===== config.mk =====
export PLATFORM = sky130hd
export DESIGN_NAME = hazard_stall_controller
export DESIGN_NICKNAME = d
export VERILOG_FILES = /design/src/rtl/hazard_stall_controller.sv
export SDC_FILE = /design/constraint.sdc
export NUM_CORES = 1
export LEC_CHECK = 0
export CAP_MARGIN = 20
export CORE_MARGIN = 3
export CORE_UTILIZATION = 35
export CTS_BUF_LIST = sky130_fd_sc_hd__clkbuf_8
export DETAILED_ROUTE_END_ITERATION = 8
export GPL_ROUTABILITY_DRIVEN = 0
export REMOVE_ABC_BUFFERS = 1
export SYNTH_ARGS = -nofsm -noshare
export SYNTH_HDL_FRONTEND = slang
export SYNTH_SLANG_ARGS = --single-unit
export TNS_END_PERCENT = 1

===== constraint.sdc =====
create_clock -name Clk -period 6.5 [get_ports Clk]
set_input_delay 0.975 -clock Clk [delete_from_list [all_inputs] [get_ports Clk]]
set_output_delay 0.975 -clock Clk [all_outputs]
set_load 0.005 [all_outputs]

===== src/rtl/hazard_stall_controller.sv =====
// Decode-stage hazard sequencer: detects load-use and branch-operand hazards,
// drives bubble/write-enable controls, requests IF/ID flushes and counts events.
module hazard_stall_controller #(
    parameter int REG_W = 5,
    parameter int CNT_W = 16
) (
    input  logic             Clk,
    input  logic             Reset,
    input  logic [REG_W-1:0] IF_ID_Rs,
    input  logic [REG_W-1:0] IF_ID_Rt,
    input  logic             UsesRt,
    input  logic             IsBranch,
    input  logic             ID_EX_MemRead,
    input  logic             ID_EX_RegWrite,
    input  logic [REG_W-1:0] ID_EX_Dst,
    input  logic             EX_MEM_MemRead,
    input  logic [REG_W-1:0] EX_MEM_Dst,
    input  logic             BranchTaken,
    output logic             ControlMux,
    output logic             PCWrite,
    output logic             IFIDWrite,
    output logic             IFIDFlush,
    output logic             Stalling,
    output logic [CNT_W-1:0] StallCycles,
    output logic [CNT_W-1:0] FlushCount
);

    typedef enum logic {
        IDLE,
        STALL
    } state_t;

    state_t           state_q;
    logic [1:0]       remaining_q;
    logic [CNT_W-1:0] stallCycles_q, stallCycles_d;
    logic [CNT_W-1:0] flushCount_q, flushCount_d;

    logic       exHit;
    logic       memHit;
    logic [1:0] need;
    logic       stallNow;
    logic       flushNow;

    // Later assignments override earlier ones, so the longest applicable stall wins.
    always_comb begin
        exHit  = (ID_EX_Dst != '0) &&
                 ((ID_EX_Dst == IF_ID_Rs) || (UsesRt && (ID_EX_Dst == IF_ID_Rt)));
        memHit = (EX_MEM_Dst != '0) &&
                 ((EX_MEM_Dst == IF_ID_Rs) || (UsesRt && (EX_MEM_Dst == IF_ID_Rt)));
        need = 2'd0;
        if (IsBranch && EX_MEM_MemRead && memHit)
            need = 2'd1;
        if (IsBranch && ID_EX_RegWrite && !ID_EX_MemRead && exHit)
            need = 2'd1;
        if (ID_EX_MemRead && exHit)
            need = IsBranch ? 2'd2 : 2'd1;
    end

    // Hazards are only looked at in IDLE; STALL holds the bubble unconditionally.
    always_comb begin
        stallNow = !Reset && ((state_q == STALL) || (need != 2'd0));
        flushNow = !Reset && BranchTaken && !stallNow;
    end

    always_comb begin
        stallCycles_d = stallCycles_q;
        flushCount_d  = flushCount_q;
        if (stallNow && (stallCycles_q != '1))
            stallCycles_d = stallCycles_q + 1'b1;
        if (flushNow && (flushCount_q != '1))
            flushCount_d = flushCount_q + 1'b1;
    end

    // remaining_q holds the bubbles still owed after the current one.
    always_ff @(posedge Clk or posedge Reset) begin
        if (Reset) begin
            state_q       <= IDLE;
            remaining_q   <= 2'd0;
            stallCycles_q <= '0;
            flushCount_q  <= '0;
        end else begin
            stallCycles_q <= stallCycles_d;
            flushCount_q  <= flushCount_d;
            case (state_q)
                IDLE: begin
                    if (need != 2'd0) begin
                        remaining_q <= need - 2'd1;
                        state_q     <= (need > 2'd1) ? STALL : IDLE;
                    end
                end
                STALL: begin
                    remaining_q <= remaining_q - 2'd1;
                    if (remaining_q <= 2'd1)
                        state_q <= IDLE;
                end
                default: begin
                    state_q     <= IDLE;
                    remaining_q <= 2'd0;
                end
            endcase
        end
    end

    assign ControlMux  = !Reset && !stallNow;
    assign PCWrite     = !Reset && !stallNow;
    assign IFIDWrite   = !Reset && !stallNow;
    assign IFIDFlush   = flushNow;
    assign Stalling    = stallNow;
    assign StallCycles = stallCycles_q;
    assign FlushCount  = flushCount_q;

endmodule


==> results of run 1 <==
[routing by layer]
metal,GRT usage,up-vias,wire length (um)
met5,0,-,0
met1,0.1900,720,1971
met4,0.04561,0,56
li1,-,783,-
met3,0.04545,7,289
met2,0.2110,35,1985
[worst max-delay path, stage by stage]
cell and delay (ns):
clkdlybuf4s50_1 0.53, xnor2_1 0.14, nand3_1 0.11, o32ai_2 0.30, nand4_1 0.19, or3b_4 0.28
ha_1 0.20, nor3b_1 0.37, and2_1 0.27, clkdlybuf4s50_1 0.54
[synth_stat cells (all sizes together)]
cell type and instances:
a21oi 2, a31oi 1, a32oi 1, and2 4, and3 3, and4 6
and4b 1, buf 7, dfrtp 35, ha 4, inv 5, mux2 3
nand2 18, nand2b 2, nand3 15, nand4 12, nor2 12, nor3 1
nor3b 1, o21ai 2, o22ai 2, o311a 1, o31a 1, o32ai 1
or3 1, or3b 1, xnor2 39, xor2 9
[power groups by stage]
stage                     clock, uW  sequential [uW]  combinational (uW)
after floorplan                   0              287                78.8
after global placement            0              293                 172
after detailed placement          0              291                 176
after CTS                       155              289                 177
after global routing            166              294                 191
final                           149              289                 174
[how the worst max path moves through the flow]
stage / from / slack (ns) / cells past startpoint / end
after floorplan: EX_MEM_Dst[0] / 2.73 / 7 / IFIDFlush
after global placement: ID_EX_Dst[4] / 1.72 / 10 / IFIDFlush
after detailed placement: ID_EX_Dst[1] / 1.65 / 10 / IFIDFlush
after CTS: ID_EX_Dst[4] / 1.63 / 10 / IFIDFlush
after global routing: ID_EX_Dst[0] / 1.36 / 10 / IFIDFlush
final: ID_EX_Dst[4] / 1.63 / 10 / IFIDFlush
[metrics by stage]
stage	instances	hold WS [ns]	total power (uW)	area (um^2)
after detailed placement	318	0.4841	466.9	2659
after CTS	326	0.4958	619.9	2740
after global placement	318	0.4828	465.1	2659
after global routing	326	0.5171	651.6	2740
after floorplan	183	0.4780	365.6	1923
final	326	0.4895	612.2	2740
[cell usage in the layout, fill, tap and decap left out, types with 2 or more instances in the layout]
cell / Yosys / routed
o22ai_1: 2 / 2
nand2_1: 17 / 17
and2_1: 3 / 3
xnor2_1: 39 / 39
clkbuf_8: 0 / 5
nor2_1: 12 / 12
and4_1: 5 / 5
clkdlybuf4s50_1: 0 / 64
nand3_1: 15 / 15
nand4_1: 11 / 11
dfrtp_1: 35 / 35
ha_1: 4 / 4
and3_1: 3 / 3
inv_1: 5 / 7
nand2b_1: 2 / 2
xor2_1: 9 / 9
a21oi_1: 2 / 2
mux2_2: 2 / 2
[area by class of cell]
cell class	count	area, um^2	share of cell area
multi-input combinational	143	1028	0.3753
inverter	5	18.77	0.006849
sequential	35	875.8	0.3196
clock buffer	5	68.82	0.02511
clock inverter	3	12.51	0.004566
timing repair buffer	65	648.1	0.2365
tap	70	87.58	0.03196
[registers in the layout, indices dropped and copies added (netlist names)]
signal	flops
FlushCount	16
StallCycles	16
remaining_q	2
state_q	1
[logic make-up (layout without fill, tap and decap cells)]
group | count (synthesis) | in the layout | share of synthesized area
compound gates | 11 | 11 | 0.04379
xor+xnor | 48 | 48 | 0.2132
mux | 3 | 3 | 0.01903
fa+ha+maj | 4 | 4 | 0.02538
buf+inv | 12 | 78 | 0.03426
simple gates | 77 | 77 | 0.2202
flops | 35 | 35 | 0.4442
==> flow_summary.json, run 1 <==
{
  "clkLatencyLatePin_ns": 0.29,
  "via_per_inst": 4.739,
  "yosysTopAreaCell": "dfrtp_1",
  "comb_power_share": 0.284,
  "crit_type": "in -> out",
  "drtIter0Drc": 44,
  "leakagePower_uw": 0.001135,
  "grt_pass1_vias": 1562,
  "ir_drop_v": 0.0001607,
  "fin_crit_ns": 4.870,
  "hpwl_um": 3311,
  "die_w_um": 81.06,
  "hold_depth": 1,
  "critPathCaptureType": "primary output",
  "start_kind": "input pin",
  "setup_slack_ns": 1.630,
  "cap_violations": 0,
  "regToRegSetupSlack_ns": 4.59,
  "period_share": 0.7492,
  "cts_buffers": 5,
  "pwr-share-seq": 0.472,
  "cts_tree": "yes",
  "wl_per_cell_um": 13.20,
  "yosysSeqAreaShare": 0.4442,
  "max_clock_freq_mhz": 205.3,
  "ant_nets": 0,
  "reg2reg_to": "FlushCount[12]",
  "yosysUniqueCellTypes": 36,
  "drive_above_1_share": 0.06641,
  "h-tree-depth": 2,
  "drt-total-wl_um": 4303,
  "vias": 1545,
  "power_switching_uw": 179.4,
  "clockRootBuffer": "clkbuf_8",
  "coreArea_um2": 5270,
  "cp_max_fo": 4,
  "hp-class": "reg -> reg",
  "post_cts_resized": 0,
  "setup_viol": 0,
  "grtUsageTotal": 0.1401,
  "ys_top_cells_by_area": "dfrtp_1, xnor2_1, xor2_1",
  "finalHoldViolations": 0,
  "cell_internal_pwr_uw": 432.9,
  "arrival_ns": 3.89,
  "required_ns": 5.52,
  "syn-cell-area_um2": 1972,
  "p_per_area_nw_per_um2": 223.4,
  "drc": 0,
  "clock_power_share": 0.244,
  "netlist_instances": 190,
  "switching_share": 0.2930,
  "cts.clk_slew.worst_paths_ns": 0.06,
  "grt_pass1_wl_um": 7189,
  "final_max_slew_viol_count": 0,
  "outcome": "finished, final reports clean",
  "utilization": 0.5199,
  "grt_max_degree": 38,
  "final_nets": 287,
  "grt-ovfl-total": 0,
  "cts_post_setup_buffers_inserted": 0,
  "max-clock-path-buffers": 2,
  "cts.sinks": 35,
  "start_util": 0.3742,
  "diodes": 0,
  "ys_seq_elements": 35,
  "reg2regPathDepth": 6,
  "skew_ns": 0.006830,
  "avgSynthCellArea_um2": 10.38,
  "rr_startpoint": "state_q",
  "ys_warn_count": 0,
  "grt_setup_unrepaired": "false",
  "fillers": 517,
  "dr.pass1.iters": 4,
  "die_area_um2": 6571,
  "io_buffers": 64,
  "hold_start": "StallCycles[7]",
  "grt_antenna_before_repair": 0,
  "min_to": "StallCycles[7]",
  "synthToLayoutAreaGrowth_pct": 38.96,
  "setup_tns_ns": 0,
  "cts_hold_buf": 0,
  "ios": 65,
  "dp_slack_ns": 1.645,
  "synth_top_area_frac": 0.4442,
  "relSlewSlack": 0.6994,
  "tightest_slew_ns": 0.4508,
  "rows": 26,
  "die_height_um": 81.06
}
(Power assumes the default switching activity.)
==> run 2: changes to the inputs <==
clock period = 5.08 ns   (was 6.5 ns; I/O delays follow)
==> run 2 against run 1 <==
Clock power grew 27%. Global-route usage decreased by 0.25 points. Register-to-register slack lost 1.4 ns. Sequential cell count unchanged. Via count increased by 0.32%. Non-clock buffer count unchanged. Routed wire length up 0.63%. Combinational power rose by 27%. Cell area is the same.
==> flow_summary.json, run 2 (synthesized netlist as in run 1, its figures left out) <==
{
  "final_nets": 287,
  "relSlewSlack": 0.7002,
  "clock_power_share": 0.243,
  "setup_viol": 0,
  "required_ns": 4.32,
  "cts.clk_slew.worst_paths_ns": 0.07,
  "grtUsageTotal": 0.1376,
  "max-clock-path-buffers": 2,
  "cap_violations": 0,
  "fin_crit_ns": 4.429,
  "cts_buffers": 5,
  "leakagePower_uw": 0.001135,
  "cts_tree": "yes",
  "final_max_slew_viol_count": 0,
  "cts.sinks": 35,
  "rows": 26,
  "cp_max_fo": 4,
  "coreArea_um2": 5270,
  "critPathCaptureType": "primary output",
  "ios": 65,
  "grt-ovfl-total": 0,
  "max_clock_freq_mhz": 225.8,
  "pwr-share-seq": 0.474,
  "drtIter0Drc": 48,
  "die_area_um2": 6571,
  "die_height_um": 81.06,
  "synthToLayoutAreaGrowth_pct": 38.96,
  "wl_per_cell_um": 13.28,
  "grt_max_degree": 38,
  "drt-total-wl_um": 4330,
  "grt_setup_unrepaired": "false",
  "grt_pass1_vias": 1545,
  "io_buffers": 64,
  "period_share": 0.8719,
  "ant_nets": 0,
  "h-tree-depth": 2,
  "final_cell_mix": "clkdlybuf4s50_1, xnor2_1, dfrtp_1",
  "grt_pass1_wl_um": 7086,
  "holdWs_ns": 0.4885,
  "outcome": "finished, final reports clean",
  "clkLatencyLatePin_ns": 0.28,
  "switching_share": 0.2904,
  "post_cts_resized": 0,
  "start_kind": "input pin",
  "hp-class": "reg -> reg",
  "die_w_um": 81.06,
  "p_per_area_nw_per_um2": 284.6,
  "final_common_cell": "clkdlybuf4s50_1",
  "power_switching_uw": 226.5,
  "via_per_inst": 4.755,
  "cts_hold_buf": 0,
  "cell_internal_pwr_uw": 553.4,
  "grt_antenna_before_repair": 0,
  "finalHoldViolations": 0,
  "comb_power_share": 0.284,
  "diodes": 0,
  "skew_ns": 0.004570,
  "tightest_slew_ns": 0.4496,
  "setup_tns_ns": 0,
  "clockRootBuffer": "clkbuf_8",
  "cts_post_setup_buffers_inserted": 0,
  "drc": 0,
  "dr.pass1.iters": 4,
  "hpwl_um": 3319,
  "start_util": 0.3742,
  "ir_drop_v": 0.0002374,
  "drive_above_1_share": 0.06641,
  "arrival_ns": 3.67,
  "vias": 1550,
  "totalPowerFinal_uw": 779.9,
  "crit_type": "in -> out"
}
run 2: cell counts in the layout (fill, tap and decap cells not counted):
Identical to the previous run, type by type.
run 2: worst max-delay path, stage by stage:
cell	delay [ns]
clkdlybuf4s50_1	0.53
xnor2_1	0.14
nand3_1	0.11
o32ai_2	0.30
nand4_1	0.18
or3b_4	0.28
ha_1	0.20
nor3b_1	0.36
and2_1	0.27
clkdlybuf4s50_1	0.53
run 2: power groups by stage:
stage | registers, uW | logic, uW | clock network (uW)
2_1_floorplan | 367 | 101 | 0
3_3_place_gp | 375 | 220 | 0
3_5_place_dp | 372 | 225 | 0
4_1_cts | 369 | 226 | 197
5_1_grt | 376 | 243 | 208
6_report | 369 | 221 | 189
run 2: final cells by class:
type / count / area, um^2
Fill cell: 521 / 2530
Inverter: 5 / 18.77
Tap cell: 70 / 87.58
Multi-Input combinational cell: 143 / 1028
Timing Repair Buffer: 65 / 648.1
Clock buffer: 5 / 68.82
Clock inverter: 3 / 12.51
Sequential cell: 35 / 875.8
run 2: path summary, 6_finish.rpt:
path / cells after the start / from / end / slack [ns]
max: 10 / ID_EX_Dst[4] / IFIDFlush / 0.65
max reg2reg: 6 / state_q / FlushCount[12] / 3.17
min in group asynchronous: 3 / Reset / StallCycles[10] / 0.92
max in group asynchronous: 3 / Reset / FlushCount[0] / 3.84
min: 1 / StallCycles[7] / StallCycles[7] / 0.49
min reg2reg: 1 / StallCycles[7] / StallCycles[7] / 0.49
run 2: metal layers:
layer	track usage	part of all wire	vias up
met5	0	0	-
met3	0.03991	0.057	6
met1	0.1895	0.48	723
li1	-	-	785
met4	0.03885	0.0090	0
met2	0.2102	0.45	36
run 2: metrics by stage:
stage | cells | instance area [um^2] | utilization | worst slack [ns]
2_1_floorplan | 183 | 1923 | - | 1.734
3_3_place_gp | 318 | 2659 | 0.5045 | 0.7245
3_5_place_dp | 318 | 2659 | 0.5045 | 0.6461
4_1_cts | 326 | 2740 | 0.5199 | 0.6175
5_1_grt | 326 | 2740 | 0.5199 | 0.3397
6_report | 326 | 2740 | 0.5199 | 0.6508
==> run 3: changes to the inputs <==
SKIP_CTS_REPAIR_TIMING = 1   (was not set)
==> results of run 3 <==
No change in the layout: final DEF, timing and power equal those of run 2.
